--- src/rtl/vram_pkg.sv ---
// Shared types and constants for the text video RAM arbiter slice.
package vram_pkg;

  localparam int         ADR_W_DEF  = 13;
  localparam int         DAT_W_DEF  = 16;
  localparam int         SCR_STRIDE = 128;
  localparam logic [7:0] ATTR_DEF   = 8'h1F;

  typedef enum logic [1:0] {
    OWN_IDLE = 2'd0,
    OWN_A    = 2'd1,
    OWN_B    = 2'd2
  } own_state_t;

  typedef logic req_id_t;

  localparam req_id_t ID_A = 1'b0;
  localparam req_id_t ID_B = 1'b1;

endpackage

--- src/rtl/vram_arb_rdroute.sv ---
// Read-return path: carries the issuer tag alongside the RAM read latency and
// steers rvalid to that requester. LAT=2 adds a register on ram_q.
module vram_arb_rdroute
  import vram_pkg::*;
#(
  parameter int DAT_W = DAT_W_DEF,
  parameter int LAT   = 1
) (
  input  logic             clk,
  input  logic             reset,
  input  logic             rd_vld_p0,
  input  req_id_t          rd_id_p0,
  input  logic [DAT_W-1:0] ram_q,
  output logic             a_rvalid,
  output logic [DAT_W-1:0] a_rdata,
  output logic             b_rvalid,
  output logic [DAT_W-1:0] b_rdata
);

  logic             rvld;
  req_id_t          rid;
  logic [DAT_W-1:0] rdat;

  generate
    if (LAT == 2) begin : g_lat2
      logic             vld_p1;
      logic             vld_p2;
      req_id_t          id_p1;
      req_id_t          id_p2;
      logic [DAT_W-1:0] q_p2;

      always_ff @(posedge clk) begin
        if (reset) begin
          vld_p1 <= 1'b0;
          vld_p2 <= 1'b0;
          id_p1  <= ID_A;
          id_p2  <= ID_A;
        end else begin
          vld_p1 <= rd_vld_p0;
          vld_p2 <= vld_p1;
          id_p1  <= rd_id_p0;
          id_p2  <= id_p1;
        end
      end

      // stage p2: RAM output captured locally to ease timing into requesters
      always_ff @(posedge clk) begin
        q_p2 <= ram_q;
      end

      assign rvld = vld_p2;
      assign rid  = id_p2;
      assign rdat = q_p2;
    end else begin : g_lat1
      logic    vld_p1;
      req_id_t id_p1;

      always_ff @(posedge clk) begin
        if (reset) begin
          vld_p1 <= 1'b0;
          id_p1  <= ID_A;
        end else begin
          vld_p1 <= rd_vld_p0;
          id_p1  <= rd_id_p0;
        end
      end

      assign rvld = vld_p1;
      assign rid  = id_p1;
      assign rdat = ram_q;
    end
  endgenerate

  assign a_rvalid = rvld && (rid == ID_A);
  assign b_rvalid = rvld && (rid == ID_B);
  assign a_rdata  = rdat;
  assign b_rdata  = rdat;

endmodule

--- src/rtl/vram_arb.sv ---
// Two-port round-robin arbiter with owner lock and burst cap for the text VRAM.
// Define VRAM_ARB_RDREG_EN to register ram_q internally (read latency 2).
module vram_arb
  import vram_pkg::*;
#(
  parameter int ADR_W     = ADR_W_DEF,
  parameter int DAT_W     = DAT_W_DEF,
  parameter int MAX_BURST = 16
) (
  input  logic             clk,
  input  logic             reset,
  input  logic             a_req,
  input  logic             a_lock,
  input  logic             a_we,
  input  logic [ADR_W-1:0] a_adr,
  input  logic [DAT_W-1:0] a_wdata,
  output logic             a_gnt,
  output logic             a_rvalid,
  output logic [DAT_W-1:0] a_rdata,
  input  logic             b_req,
  input  logic             b_lock,
  input  logic             b_we,
  input  logic [ADR_W-1:0] b_adr,
  input  logic [DAT_W-1:0] b_wdata,
  output logic             b_gnt,
  output logic             b_rvalid,
  output logic [DAT_W-1:0] b_rdata,
  output logic [ADR_W-1:0] ram_adr,
  output logic [DAT_W-1:0] ram_wdata,
  output logic             ram_wr,
  input  logic [DAT_W-1:0] ram_q
);

`ifdef VRAM_ARB_RDREG_EN
  localparam int RD_LAT = 2;
`else
  localparam int RD_LAT = 1;
`endif

  localparam logic [7:0] BURST_LAST = 8'(MAX_BURST - 1);

  own_state_t state, state_nxt;
  req_id_t    rr, rr_nxt;
  logic [7:0] burst_cnt, burst_nxt;

  logic a_iss, b_iss;
  logic own_req, own_lock, own_iss, oth_req;
  logic sel_b;
  logic rd_vld_p0;
  req_id_t rd_id_p0;

  assign a_gnt = (state == OWN_A);
  assign b_gnt = (state == OWN_B);
  assign a_iss = a_gnt && a_req;
  assign b_iss = b_gnt && b_req;

  assign own_req  = b_gnt ? b_req  : a_req;
  assign own_lock = b_gnt ? b_lock : a_lock;
  assign own_iss  = a_iss || b_iss;
  assign oth_req  = b_gnt ? a_req  : b_req;

  always_comb begin
    state_nxt = state;
    unique case (state)
      OWN_IDLE: begin
        if (a_req && b_req) state_nxt = (rr == ID_A) ? OWN_B : OWN_A;
        else if (a_req)     state_nxt = OWN_A;
        else if (b_req)     state_nxt = OWN_B;
      end
      OWN_A, OWN_B: begin
        // a locked owner keeps the RAM even through idle cycles
        if (!own_lock &&
            (!own_req || (oth_req && own_iss && (burst_cnt == BURST_LAST)))) begin
          if (oth_req) state_nxt = (state == OWN_A) ? OWN_B : OWN_A;
          else         state_nxt = OWN_IDLE;
        end
      end
      default: state_nxt = OWN_IDLE;
    endcase
  end

  always_comb begin
    burst_nxt = burst_cnt;
    if (state_nxt != state)
      burst_nxt = 8'd0;
    else if (own_iss && !own_lock && (burst_cnt != BURST_LAST))
      burst_nxt = burst_cnt + 8'd1;
  end

  always_comb begin
    rr_nxt = rr;
    if ((state_nxt == OWN_A) && (state != OWN_A)) rr_nxt = ID_A;
    if ((state_nxt == OWN_B) && (state != OWN_B)) rr_nxt = ID_B;
  end

  always_ff @(posedge clk) begin
    if (reset) begin
      state     <= OWN_IDLE;
      rr        <= ID_B;
      burst_cnt <= 8'd0;
    end else begin
      state     <= state_nxt;
      rr        <= rr_nxt;
      burst_cnt <= burst_nxt;
    end
  end

  // stage p0: RAM request muxed from the owner, or the last owner while idle
  assign sel_b     = b_gnt || ((state == OWN_IDLE) && (rr == ID_B));
  assign ram_adr   = sel_b ? b_adr   : a_adr;
  assign ram_wdata = sel_b ? b_wdata : a_wdata;
  assign ram_wr    = (a_iss && a_we) || (b_iss && b_we);

  assign rd_vld_p0 = (a_iss && !a_we) || (b_iss && !b_we);
  assign rd_id_p0  = b_iss ? ID_B : ID_A;

  vram_arb_rdroute #(
    .DAT_W (DAT_W),
    .LAT   (RD_LAT)
  ) u_rdroute (
    .clk       (clk),
    .reset     (reset),
    .rd_vld_p0 (rd_vld_p0),
    .rd_id_p0  (rd_id_p0),
    .ram_q     (ram_q),
    .a_rvalid  (a_rvalid),
    .a_rdata   (a_rdata),
    .b_rvalid  (b_rvalid),
    .b_rdata   (b_rdata)
  );

endmodule
--- config.mk ---
export PLATFORM = sky130hd
export DESIGN_NAME = vram_arb
export DESIGN_NICKNAME = d
export VERILOG_FILES = /design/src/rtl/vram_pkg.sv /design/src/rtl/vram_arb_rdroute.sv /design/src/rtl/vram_arb.sv
export SDC_FILE = /design/constraint.sdc
export NUM_CORES = 1
export LEC_CHECK = 0
export BUFFER_PORTS_ARGS = -buffer_cell sky130_fd_sc_hd__buf_2
export CORE_MARGIN = 10
export CORE_UTILIZATION = 30
export DETAILED_ROUTE_END_ITERATION = 8
export PLACE_DENSITY = 0.78
export SLEW_MARGIN = 20
export SYNTH_ARGS = -nofsm -noshare
export SYNTH_HDL_FRONTEND = slang
export SYNTH_SLANG_ARGS = --single-unit
--- constraint.sdc ---
create_clock -name clk -period 6.5 [get_ports clk]
set_clock_uncertainty 0.05 [all_clocks]
set_input_delay 0 -clock clk [delete_from_list [all_inputs] [get_ports clk]]
set_output_delay 0 -clock clk [all_outputs]
set_load 0.05 [all_outputs]
=== Word level (Yosys, flattened, before mapping) ===
Index checks and enable logic that the tools add are counted.

* Flip-flop bits (word level): 13
* Input bits: 82
* Word-level logic and storage cells: 60

* Add/sub/neg operators: 1
* Equal/unequal tests: 9
* Mux-type cells: 14
* Bitwise logic cells: 1
* Reductions and logical operators: 30

{| class="wikitable"
|+ Operators by type and width
! operator !! number
|-
| $logic_and A1 B1 Y1 || 17
|-
| $mux W16 || 1
|-
| $mux W2 || 7
|-
| $mux W13 || 1
|-
| $add A8 B1 Y8 const B || 1
|-
| $eq A8 B4 Y1 const B || 1
|-
| $ne A8 B4 Y1 const B || 1
|-
| $reduce_or A2 Y1 || 3
|-
| $logic_or A1 B1 Y1 || 5
|-
| $eq A2 B1 Y1 const B || 2
|-
| $eq A2 B2 Y1 const B || 2
|-
| $logic_not A1 Y1 || 4
|-
| $mux W1 || 4
|-
| $pmux W2 S2 || 1
|-
| $logic_not A2 Y1 || 1
|-
| $ne A2 B1 Y1 const B || 1
|-
| $ne A2 B2 Y1 || 1
|-
| $ne A2 B2 Y1 const B || 1
|-
| $not A1 Y1 || 1
|}

=== Logic depth before layout (Yosys ltp) ===
Gate-level depths: netlist of run 1.

* Depth after elaboration: 12
* Gate-level depth with buffers: 8
* Mapped depth without buffers: 7

=== By module ===
A second synthesis of run 1 with hierarchy kept.

* Cell total of the unflattened synthesis: 184
* Area, all modules: 1521.5 um^2

{| class="wikitable"
|+ By module, submodules not included
! module !! instances !! cells an instance !! area an instance (um^2)
|-
| vram_arb || 1 || 146 || 1211.2
|-
| vram_arb_rdroute || 1 || 38 || 310.3
|}

=== Worst setup path before layout of run 1 ===
Ideal clock, no wire load.

* Kind: register to register
* Start: register state[1]
* End: register burst_cnt[0]
* Library setup time: 78 ps
* Data arrival time: 2292 ps
* Slack: 4081 ps
* Cell stages (with the launch flop): 9
* Period minus slack after synthesis: 2419 ps
* Cells stage by stage: dfxtp_1 inv_1 ha_1 clkbuf_1 o21ai_1 nor3b_1 nor3_1 a311o_2 nor3_1

* Cells in the longest elaborated chain, start to end: 11

{| class="wikitable"
|+ Ends and longest elaborated chain
! what !! RTL line !! text
|-
| start, declared || vram_arb.sv:42 || <nowiki>own_state_t state, state_nxt;</nowiki>
|-
| start signal, assigned || vram_arb.sv:102 || <nowiki>state <= state_nxt;</nowiki>
|-
| $eq A2 B1 Y1 * || vram_arb.sv:52 || <nowiki>assign a_gnt = (state == OWN_A);</nowiki>
|-
| named net a_gnt || vram_arb.sv:17 || <nowiki>output logic a_gnt,</nowiki>
|-
| $logic_and A1 B1 Y1 || vram_arb.sv:54 || <nowiki>assign a_iss = a_gnt && a_req;</nowiki>
|-
| $logic_or A1 B1 Y1 || vram_arb.sv:59 || <nowiki>assign own_iss = a_iss || b_iss;</nowiki>
|-
| $logic_and A1 B1 Y1 (2 in series) || vram_arb.sv:73 || <nowiki>(!own_req || (oth_req && own_iss && (burst_cnt == BURST_LAST)))) begin</nowiki>
|-
| $logic_or A1 B1 Y1 || vram_arb.sv:73 ||
|-
| $logic_and A1 B1 Y1 || vram_arb.sv:72 || <nowiki>if (!own_lock &&</nowiki>
|-
| $mux W2 || vram_arb.sv:72 ||
|-
| $pmux W2 S2 || vram_arb.sv:64 || <nowiki>unique case (state)</nowiki>
|-
| $ne A2 B2 Y1 || vram_arb.sv:84 || <nowiki>if (state_nxt != state)</nowiki>
|-
| $reduce_or A2 Y1 (no source line) || n/a ||
|-
| end signal, assigned || vram_arb.sv:104 || <nowiki>burst_cnt <= burst_nxt;</nowiki>
|-
| end, declared || vram_arb.sv:44 || <nowiki>logic [7:0] burst_cnt, burst_nxt;</nowiki>
|}

The timed path passes the listed nets; every way through them passes the cells marked *.
A chain may end at the register's enable or synchronous reset.

=== Final worst setup path of run 1 ===
* Start: register state[1]
* End: register burst_cnt[7]

* Cells in the longest elaborated chain, start to end: 11

{| class="wikitable"
|+ Ends and longest elaborated chain
! what !! RTL line
|-
| $eq A2 B1 Y1 / $eq A2 B2 Y1 (equally long branches) || n/a
|-
| $logic_and A1 B1 Y1 (on tied branches) || vram_arb.sv:54, vram_arb.sv:55
|-
| $logic_or A1 B1 Y1 || vram_arb.sv:59
|-
| $logic_and A1 B1 Y1 (2 in series) || vram_arb.sv:73
|-
| $logic_or A1 B1 Y1 || vram_arb.sv:73
|-
| $logic_and A1 B1 Y1 || vram_arb.sv:72
|-
| $mux W2 || vram_arb.sv:72
|-
| $pmux W2 S2 || vram_arb.sv:64
|-
| $ne A2 B2 Y1 || vram_arb.sv:84
|-
| $reduce_or A2 Y1 (no source line) || n/a
|}

Several ways; a longest one is shown, not always the timed one.

==> results.sh, run 1 <==
export IMPL_clkTransAtPathRegs_ps=60
export IMPL_setup_violations=0
export IMPL_finalHoldViolations=0
export IMPL_cts_max_level=1
export IMPL_post_dp_cell_area_um2=1960
export IMPL_cpMostUsedCell="nor3_1"
export IMPL_final_cells=348
export IMPL_finalMaxSlewViolations=0
export IMPL_cp_data_required_time_ps=6600
export IMPL_io_pins=148
export IMPL_antenna_found_initial=0
export IMPL_hold_buffers=18
export IMPL_ys_seq_area_share_pct=15.7
export IMPL_grt_max_degree=30
export IMPL_cts_tree="built"
export IMPL_hp_class="in -> reg"
export IMPL_yosys_area_top_type="mux2_2"
export IMPL_maxCapViolations=0
export IMPL_cts_root_buf="clkbuf_8"
export IMPL_synthTopCellsByCount="32 x buf_4, 31 x mux2_2, 14 x nor3_1, 13 x dfxtp_1, 9 x nand2_1"
export IMPL_grt_pass1_wl_mm=8.65
export IMPL_arrival_ps=2630
export IMPL_ys_ff_latch=13
export IMPL_fin_crit_ps=2530
export IMPL_synth_area_um2=1660
export IMPL_irDropWorstVdd_mv=0.287
export IMPL_clockPowerShare_pct=8.0
export IMPL_drive_gt1_share_pct=52.9
export IMPL_p_comb_share_pct=80.4
export IMPL_fmax_mhz=396
export IMPL_synth_edf_count=0
export IMPL_cts_resized=0
export IMPL_synthCells=195
export IMPL_synthArstFlopShare_pct=0
export IMPL_fp_row_count=27
export IMPL_p_leak_nw=0.950
export IMPL_crit_fanout=10
export IMPL_crit_chain="inv_1 -> ha_1 -> o21ai_1 -> nor3b_1 -> nor3_1 -> a311o_2 -> nor3_1"
export IMPL_grt_setup_unrepaired="no"
export IMPL_n_antenna_cell=0
export IMPL_fill_cells=539
export IMPL_die_area_um2=8900
export IMPL_power_total_mw=0.876
export IMPL_nNetsFinal=365
export IMPL_cts_max_path_buffers=2
export IMPL_start_kind="flop"
export IMPL_seq_area_um2=260
export IMPL_p_sw_mw=0.526
export IMPL_avgSynthCellArea_um2=8.51
export IMPL_grtUsageTotal_pct=11.5
export IMPL_synth_flop_cell="dfxtp_1"
export IMPL_ys_warnings_count=0
export IMPL_start_util_pct=30.5
export IMPL_synthTopCellsByArea="mux2_2 21%, dfxtp_1 16%, buf_4 14%"
export IMPL_finalCritPeriodShare_pct=38.9
export IMPL_crit_buf_inv=1
export IMPL_tightestPinTransition_ps=1010
export IMPL_pwr_share_seq_pct=11.6
export IMPL_drc=0
export IMPL_critPathKind="reg -> reg"
export IMPL_slowest_stage="dfxtp_1"
export IMPL_endpoint_kind="flop"
export IMPL_synth_distinct_cells=50
export IMPL_cts_buffers=3
export IMPL_synth_top_area_share_pct=21.0
export IMPL_initialDrtViolationCount=75
export IMPL_yosysMostFrequentCell="buf_4"
export IMPL_grt_pass1_vias=1770
export IMPL_drt_first_pass_iters=4
export IMPL_multi_input_area_um2=1090
export IMPL_post_place_cells=326
export IMPL_postRouteAntennaNets=0
export IMPL_via_per_inst=4.99
export IMPL_die_w_um=94.4
export IMPL_finalSetupTns_ps=0
export IMPL_p_int_mw=0.349
export IMPL_hold_ws_ps=133
export IMPL_portBuffers=99
export IMPL_synthesis_nets=283
export IMPL_cts_setup_buffers=0
export IMPL_place_hpwl_mm=4.44
export IMPL_design_area_um2=2190
export IMPL_swShare_pct=60.1
export IMPL_grt_overflow_total=0
export IMPL_cellPowerDensity_nw_per_um2=400
export IMPL_vias=1736
export IMPL_insertion_delay_ps=240
export IMPL_gp_congestion=0.931
export IMPL_wirelength_mm=5.79
export IMPL_drt_wirelength_per_cell_um=16.6
export IMPL_slew_headroom_pct=32.5
export IMPL_die_y_um=94.4
export IMPL_status="completed"
export IMPL_placeableCoreArea_um2=5440
export IMPL_syn2layout_area_growth_pct=31.8
export IMPL_cp_top_family="simple AND/OR/NAND/NOR gates"
export IMPL_clock_sinks=13
export IMPL_slowest_delay_ps=520
==> worst paths after layout <==
path / start / slack, ps / endpoint / cells past startpoint
setup reg to reg: state[1]$_SDFF_PP0_ / 3970 / burst_cnt[7]$_SDFFE_PP0P_ / 7
setup / recovery: state[1]$_SDFF_PP0_ / 3970 / burst_cnt[7]$_SDFFE_PP0P_ / 7
hold reg to reg: burst_cnt[1]$_SDFFE_PP0P_ / 520 / burst_cnt[1]$_SDFFE_PP0P_ / 2
hold / removal: b_req / 130 / u_rdroute.g_lat1.id_p1$_SDFF_PP0_ / 3
==> power groups by stage <==
stage	clock network, mW	logic, mW	registers (mW)
2_1_floorplan	0	0.580	0.0987
3_3_place_gp	0	0.650	0.102
3_5_place_dp	0	0.651	0.103
4_1_cts	0.0731	0.703	0.101
5_1_grt	0.0761	0.741	0.104
6_report	0.0699	0.704	0.102
==> worst reg2reg max path, stage by stage, from the launching register on <==
cell and delay, ps:
dfxtp_1 520, inv_1 220, ha_1 360, o21ai_1 160, nor3b_1 340, nor3_1 130
a311o_2 460, nor3_1 200
==> cell type report <==
class	count	share of cell area, %
multi-input cells	136	49.8
repair buffers	118	31.2
flip-flops and latches	13	11.9
well taps	72	4.12
clock buffers	4	2.06
inverters	5	0.858
==> metrics by stage <==
step	setup WS (ps)	utilization, %
after floorplan	4080	-
after global placement	4180	36.1
after detailed placement	4040	36.1
after CTS	4010	40.2
after global routing	3780	40.2
final	3970	40.2
==> per-layer routing <==
layer	wire length, µm	GRT usage (%)	part of all wire [%]
met3	417	2.46	7.2
met1	2270	14.2	39
met2	3000	19.1	52
met4	95	4.68	1.6
met5	0	0	0
==> state kept, by name, indices dropped and copies added, names as in the netlist <==
name	flops
u_rdroute.g_lat1.vld_p1	1
rr	1
burst_cnt	8
state	2
u_rdroute.g_lat1.id_p1	1
==> cell families after synthesis <==
kind of cell | share of synthesized area, %
and+or+nand+nor | 19.2
buffers and inverters | 18.9
muxes | 22.9
AOI/OAI and AO/OA | 15.2
DFF | 15.7
xor gates and xnor gates | 3.70
adders and majority gates | 4.52
==> placed cells by master, fill, tap and decap left out, drive strengths merged, types with 6 or more instances in the layout <==
master | Yosys | routed
xnor2 | 7 | 7
nand2 | 9 | 9
dlygate4sd3 | 0 | 18
nor3 | 14 | 14
buf | 37 | 100
ha | 6 | 6
mux2 | 31 | 31
nor4 | 7 | 7
nor2 | 7 | 7
nand3 | 7 | 7
o21ai | 6 | 6
dfxtp | 13 | 13
No activity file was read; power rests on OpenSTA's default activity.
==> run 2: changes to the inputs <==
==> constraint.sdc (replaced) <==
create_clock -name clk -period 2.35 [get_ports clk]
set_clock_uncertainty 0.05 [all_clocks]
set_input_delay 0 -clock clk [delete_from_list [all_inputs] [get_ports clk]]
set_output_delay 0 -clock clk [all_outputs]
set_load 0.05 [all_outputs]
==> run 2 against run 1 <==
  * Register-to-register slack got worse by 3700 ps
  * Sequential power increased to 2.6 times the previous value
  * Sequential share of layout area decreased by 0.36 points
  * Count of clock-buffer cells in the layout stayed put
  * First-iteration DRC count increased by 40%
  * Wire length increased by 3.0%
  * Via count up 0.98%
  * Hold slack better by 2.0 ps
  * Sequential cell count unchanged
==> results.sh, run 2 (synthesized netlist as in run 1, its figures left out) <==
export IMPL_status="completed"
export IMPL_slowest_delay_ps=370
export IMPL_drt_wirelength_per_cell_um=16.8
export IMPL_cts_setup_buffers=0
export IMPL_syn2layout_area_growth_pct=36.6
export IMPL_reg_largest_list="burst_cnt: 8 flops, state: 2 flops"
export IMPL_initialDrtViolationCount=105
export IMPL_crit_fanout=29
export IMPL_finalMaxSlewViolations=0
export IMPL_finalHoldViolations=0
export IMPL_slew_headroom_pct=30.8
export IMPL_die_area_um2=8900
export IMPL_hold_ws_ps=135
export IMPL_insertion_delay_ps=250
export IMPL_crit_buf_inv=4
export IMPL_tightestPinTransition_ps=1030
export IMPL_use_met3_pct=3.25
export IMPL_grtUsageTotal_pct=12.0
export IMPL_hold_start="b_req"
export IMPL_grt_setup_unrepaired="no"
export IMPL_fin_crit_ps=2180
export IMPL_fill_cells=526
export IMPL_top_usage_layer="met2"
export IMPL_vias=1753
export IMPL_fmax_mhz=459
export IMPL_setup_violations=0
export IMPL_grt_max_degree=30
export IMPL_gp_congestion=0.862
export IMPL_met2_usage_pct=20.5
export IMPL_arrival_ps=2130
export IMPL_wirelength_mm=5.96
export IMPL_grt_util_met1_pct=14.4
export IMPL_postRouteAntennaNets=0
export IMPL_critPathKind="reg -> out"
export IMPL_final_common_cell="buf_2"
export IMPL_drive_gt1_share_pct=55.3
export IMPL_fp_row_count=27
export IMPL_cts_buffers=3
export IMPL_cts_max_level=1
export IMPL_die_y_um=94.4
export IMPL_irDropWorstVdd_mv=0.855
export IMPL_die_w_um=94.4
export IMPL_portBuffers=99
export IMPL_largest_register="burst_cnt"
export IMPL_grt_pass1_wl_mm=8.87
export IMPL_placeableCoreArea_um2=5440
export IMPL_crit_chain="inv_1 -> buf_4 -> ha_1 -> a21oi_2 -> buf_12 -> mux2_2 -> buf_2"
export IMPL_grt_pass1_vias=1758
export IMPL_p_leak_nw=0.993
export IMPL_timing_rr_start="state[0]$_SDFF_PP0_"
export IMPL_seq_area_um2=262
export IMPL_drt_first_pass_iters=4
export IMPL_clkTransAtPathRegs_ps=60
export IMPL_n_antenna_cell=0
export IMPL_slowest_stage="mux2_2"
export IMPL_clock_sinks=13
export IMPL_io_pins=148
export IMPL_place_hpwl_mm=4.61
export IMPL_cellPowerDensity_nw_per_um2=1120
export IMPL_cts_max_path_buffers=2
export IMPL_cp_top_family="buffers and inverters"
export IMPL_multi_input_area_um2=1090
export IMPL_start_util_pct=30.5
export IMPL_antenna_found_initial=0
export IMPL_largest_reg_flops=8
export IMPL_maxCapViolations=0
export IMPL_hp_class="in -> reg"
export IMPL_finalSetupTns_ps=0
export IMPL_critPathLaunch="state[0]$_SDFF_PP0_"
export IMPL_final_cell_mix="99 x buf_2, 31 x mux2_2, 18 x dlygate4sd3_1, 14 x nor3_1, 12 x dfxtp_1"
export IMPL_start_kind="flop"
export IMPL_cts_root_buf="clkbuf_8"
export IMPL_grt_overflow_total=0
export IMPL_power_total_mw=2.54
export IMPL_cp_data_required_time_ps=2300
export IMPL_nNetsFinal=373
export IMPL_endpoint_kind="output port"
export IMPL_cts_tree="built"
export IMPL_via_per_inst=4.92
export IMPL_finalCritPeriodShare_pct=92.7
export IMPL_drc=0
==> run 2: cell count changes in the layout (fill, tap and decap cells not counted) <==
cell,delta
dfxtp_2,+1
ha_2,+2
ha_1,-2
buf_4,+7
buf_12,+1
dfxtp_1,-1
==> run 2: metal layers <==
metal | wire length (µm) | up-vias
li1 | - | 864
met1 | 2350 | 812
met2 | 3160 | 69
met3 | 374 | 8
met4 | 87 | 0
met5 | 0 | -
==> run 2: where the power goes <==
group / leakage [nW] / switching (mW) / internal, mW
Sequential: 0.106 / 0.0272 / 0.242
Clock: 0.0228 / 0.0824 / 0.120
Combinational: 0.864 / 1.38 / 0.681
==> run 2: path summary, 6_finish.rpt <==
kind / end / slack (ps) / depth (start not counted)
max: ram_wdata[12] / 170 / 7
min: u_rdroute.g_lat1.id_p1$_SDFF_PP0_ / 140 / 3
max reg2reg: burst_cnt[1]$_SDFFE_PP0P_ / 250 / 7
min reg2reg: burst_cnt[1]$_SDFFE_PP0P_ / 520 / 2
==> run 2: through the flow <==
| step | cells | cell area [µm²] | worst slack, ps | util (%) |
|---|---|---|---|---|
| 2_1_floorplan | 195 | 1660 | 62.0 | - |
| 3_3_place_gp | 334 | 2040 | 220 | 37.5 |
| 3_5_place_dp | 334 | 2040 | 203 | 37.5 |
| 4_1_cts | 356 | 2260 | 114 | 41.6 |
| 5_1_grt | 356 | 2270 | 89.7 | 41.7 |
| 6_report | 356 | 2270 | 172 | 41.7 |
==> run 2: repair_timing <==
action | 4_1_cts | 5_1_grt
gates resized for setup | 0 | 1
hold endpoints to repair | 36 | 0
hold buffers | 18 | 0
endpoints found under the setup margin | 0 | 29
==> run 2: worst register-to-register path: cells and delay by family, from the launching register on <==
kind	cells	cell delay, ps
fa+ha+maj	1	270
mux	1	380
compound gates	2	480
buf+inv	1	110
flops	1	310
simple gates	2	390
==> run 2: layout make-up <==
cell class              instances  area share, %
multi-input cells             136           48.3
repair buffers                126           33.4
flip-flops and latches         13           11.5
well taps                      72           3.98
clock buffers                   4           1.99
inverters                       5          0.828
==> run 3: changes to the inputs <==
--- a/config.mk
+++ b/config.mk
@@ -9,6 +9,7 @@
 export CORE_MARGIN = 10
 export CORE_UTILIZATION = 30
 export DETAILED_ROUTE_END_ITERATION = 8
+export GPL_TIMING_DRIVEN = 0
 export PLACE_DENSITY = 0.78
 export SLEW_MARGIN = 20
 export SYNTH_ARGS = -nofsm -noshare
==> run 3 against run 2 <==
  * Cell count increased by 14%
  * Fmax decreased by 3.0%
  * Sequential cell count unchanged
  * Global-route usage increased by 0.61 points
  * Critical path depth increased by 1
  * Largest power group unchanged
  * Largest cell class unchanged
  * Critical path type unchanged
==> results.sh, run 3 (synthesized netlist as in run 1, its figures left out) <==
export IMPL_wirelength_mm=6.32
export IMPL_largest_register="burst_cnt"
export IMPL_endpoint_kind="output port"
export IMPL_finalMaxSlewViolations=0
export IMPL_postRouteAntennaNets=0
export IMPL_p_leak_nw=1.20
export IMPL_maxCapViolations=0
export IMPL_clock_sinks=13
export IMPL_final_common_cell="buf_2"
export IMPL_path_depth=8
export IMPL_vias=1924
export IMPL_drc=0
export IMPL_grtUsageTotal_pct=12.6
export IMPL_r2r_end="rr$_SDFFE_PP1P_"
export IMPL_largest_reg_flops=8
export IMPL_die_y_um=94.4
export IMPL_finalHoldViolations=0
export IMPL_reg_largest_list="burst_cnt: 8 flops, state: 2 flops"
export IMPL_place_hpwl_mm=5.41
export IMPL_cts_root_buf="clkbuf_8"
export IMPL_start_kind="flop"
export IMPL_grt_pass1_wl_mm=9.44
export IMPL_insertion_delay_ps=240
export IMPL_cts_max_path_buffers=2
export IMPL_cp_top_family="buffers and inverters"
export IMPL_io_pins=148
export IMPL_die_w_um=94.4
export IMPL_fill_cells=537
export IMPL_endpoint="ram_wdata[12]"
export IMPL_crit_buf_inv=5
export IMPL_rr_worst_depth=8
export IMPL_grt_max_degree=11
export IMPL_hold_ws_ps=185
export IMPL_n_antenna_cell=0
export IMPL_die_area_um2=8900
export IMPL_finalSetupTns_ps=0
export IMPL_grt_overflow_total=0
export IMPL_cts_buffers=3
export IMPL_cts_max_level=1
export IMPL_slew_headroom_pct=59.6
export IMPL_fmax_mhz=446
export IMPL_post_place_cells=398
export IMPL_slowest_stage="dfxtp_2"
export IMPL_design_area_um2=2520
export IMPL_clkTransAtPathRegs_ps=50
export IMPL_timing_rr_start="state[0]$_SDFF_PP0_"
export IMPL_final_cell_mix="133 x buf_2, 36 x buf_4, 31 x mux2_2, 13 x nor3_1, 11 x dfxtp_1"
export IMPL_crit_fanout=10
export IMPL_gp_congestion=0.932
export IMPL_arrival_ps=2190
export IMPL_fp_row_count=27
export IMPL_critPathKind="reg -> out"
export IMPL_slowest_delay_ps=420
export IMPL_portBuffers=131
export IMPL_placeableCoreArea_um2=5440
export IMPL_drt_wirelength_per_cell_um=15.6
export IMPL_fin_crit_ps=2240
export IMPL_pre_cts_slack_ps=-283
export IMPL_cts_tree="built"
export IMPL_crit_chain="inv_2 -> ha_1 -> buf_2 -> a21oi_1 -> buf_4 -> buf_4 -> mux2_2 -> buf_2"
export IMPL_final_cells=405
export IMPL_status="completed"
export IMPL_irDropWorstVdd_mv=0.824
export IMPL_reg2reg_slack_ps=140
export IMPL_fin_ws_ps=105
export IMPL_via_per_inst=4.75
export IMPL_initialDrtViolationCount=125
export IMPL_syn2layout_area_growth_pct=52.0
export IMPL_hp_class="in -> reg"
export IMPL_grt_pass1_vias=1918
export IMPL_critPathLaunch="state[0]$_SDFF_PP0_"
export IMPL_nNetsFinal=422
export IMPL_cellPowerDensity_nw_per_um2=1010
export IMPL_drt_first_pass_iters=4
export IMPL_start_util_pct=30.5
export IMPL_post_dp_cell_area_um2=2410
export IMPL_drive_gt1_share_pct=67.6
export IMPL_tightestPinTransition_ps=601
export IMPL_cp_data_required_time_ps=2300
export IMPL_finalCritPeriodShare_pct=95.5
export IMPL_setup_violations=0
export IMPL_antenna_found_initial=0
## run 3: worst reg2reg max path, stage by stage (launching register included)
cell and delay, ps:
dfxtp_2 370, inv_2 120, ha_1 140, buf_2 190, mux2_2 380, o41ai_2 90, nand3_1 230, a221o_2 410
a2bb2oi_1 130
## run 3: final cells by class
cell class	instances	area [µm²]	share of cell area, %
inverter	5	18.8	0.744
multi-input combinational	136	1120	44.3
tap	72	90.1	3.57
clock buffer	4	45.0	1.79
sequential	13	263	10.4
buffer	40	298	11.8
timing repair buffer	135	691	27.4
## run 3: per-stage QoR
stage               util, %  total power [mW]
floorplan                 -              1.88
global placement       44.3              2.27
detailed placement     44.3              2.28
CTS                    46.1              2.54
global route           46.4              2.68
finish                 46.4              2.55
## run 3: how the worst min path moves through the flow
stage                     start                                  to  slack, ps  depth (start not counted)
after floorplan           reset  u_rdroute.g_lat1.vld_p1$_SDFF_PP0_         20                          1
after global placement    reset  u_rdroute.g_lat1.vld_p1$_SDFF_PP0_        220                          2
after detailed placement  reset  u_rdroute.g_lat1.vld_p1$_SDFF_PP0_        220                          2
after CTS                 b_req   u_rdroute.g_lat1.id_p1$_SDFF_PP0_        180                          4
after global routing      b_req   u_rdroute.g_lat1.id_p1$_SDFF_PP0_        210                          4
final                     b_req   u_rdroute.g_lat1.id_p1$_SDFF_PP0_        180                          4
## run 3: per-layer routing
layer	vias to the layer above	part of all wire (%)	GRT usage (%)
met4	0	1.5	3.54
met1	878	39	15.3
met2	76	52	20.5
met5	-	0	0
met3	9	7.9	4.52
li1	961	-	-
## run 3: what timing repair did
action | 4_1_cts | 5_1_grt
setup buffers | 1 | 1
resized for setup | 8 | 4
gates cloned | 0 | 0
hold buffers | 2 | 0
endpoints found under the hold margin | 4 | 0
setup endpoints to repair | 39 | 39
pin swaps | 0 | 3
## run 3: where the power goes
group / switching, mW / total, mW / internal (mW)
logic: 1.38 / 2.07 / 0.689
clock network: 0.0730 / 0.192 / 0.119
registers: 0.0438 / 0.288 / 0.244
total: 1.49 / 2.55 / 1.05
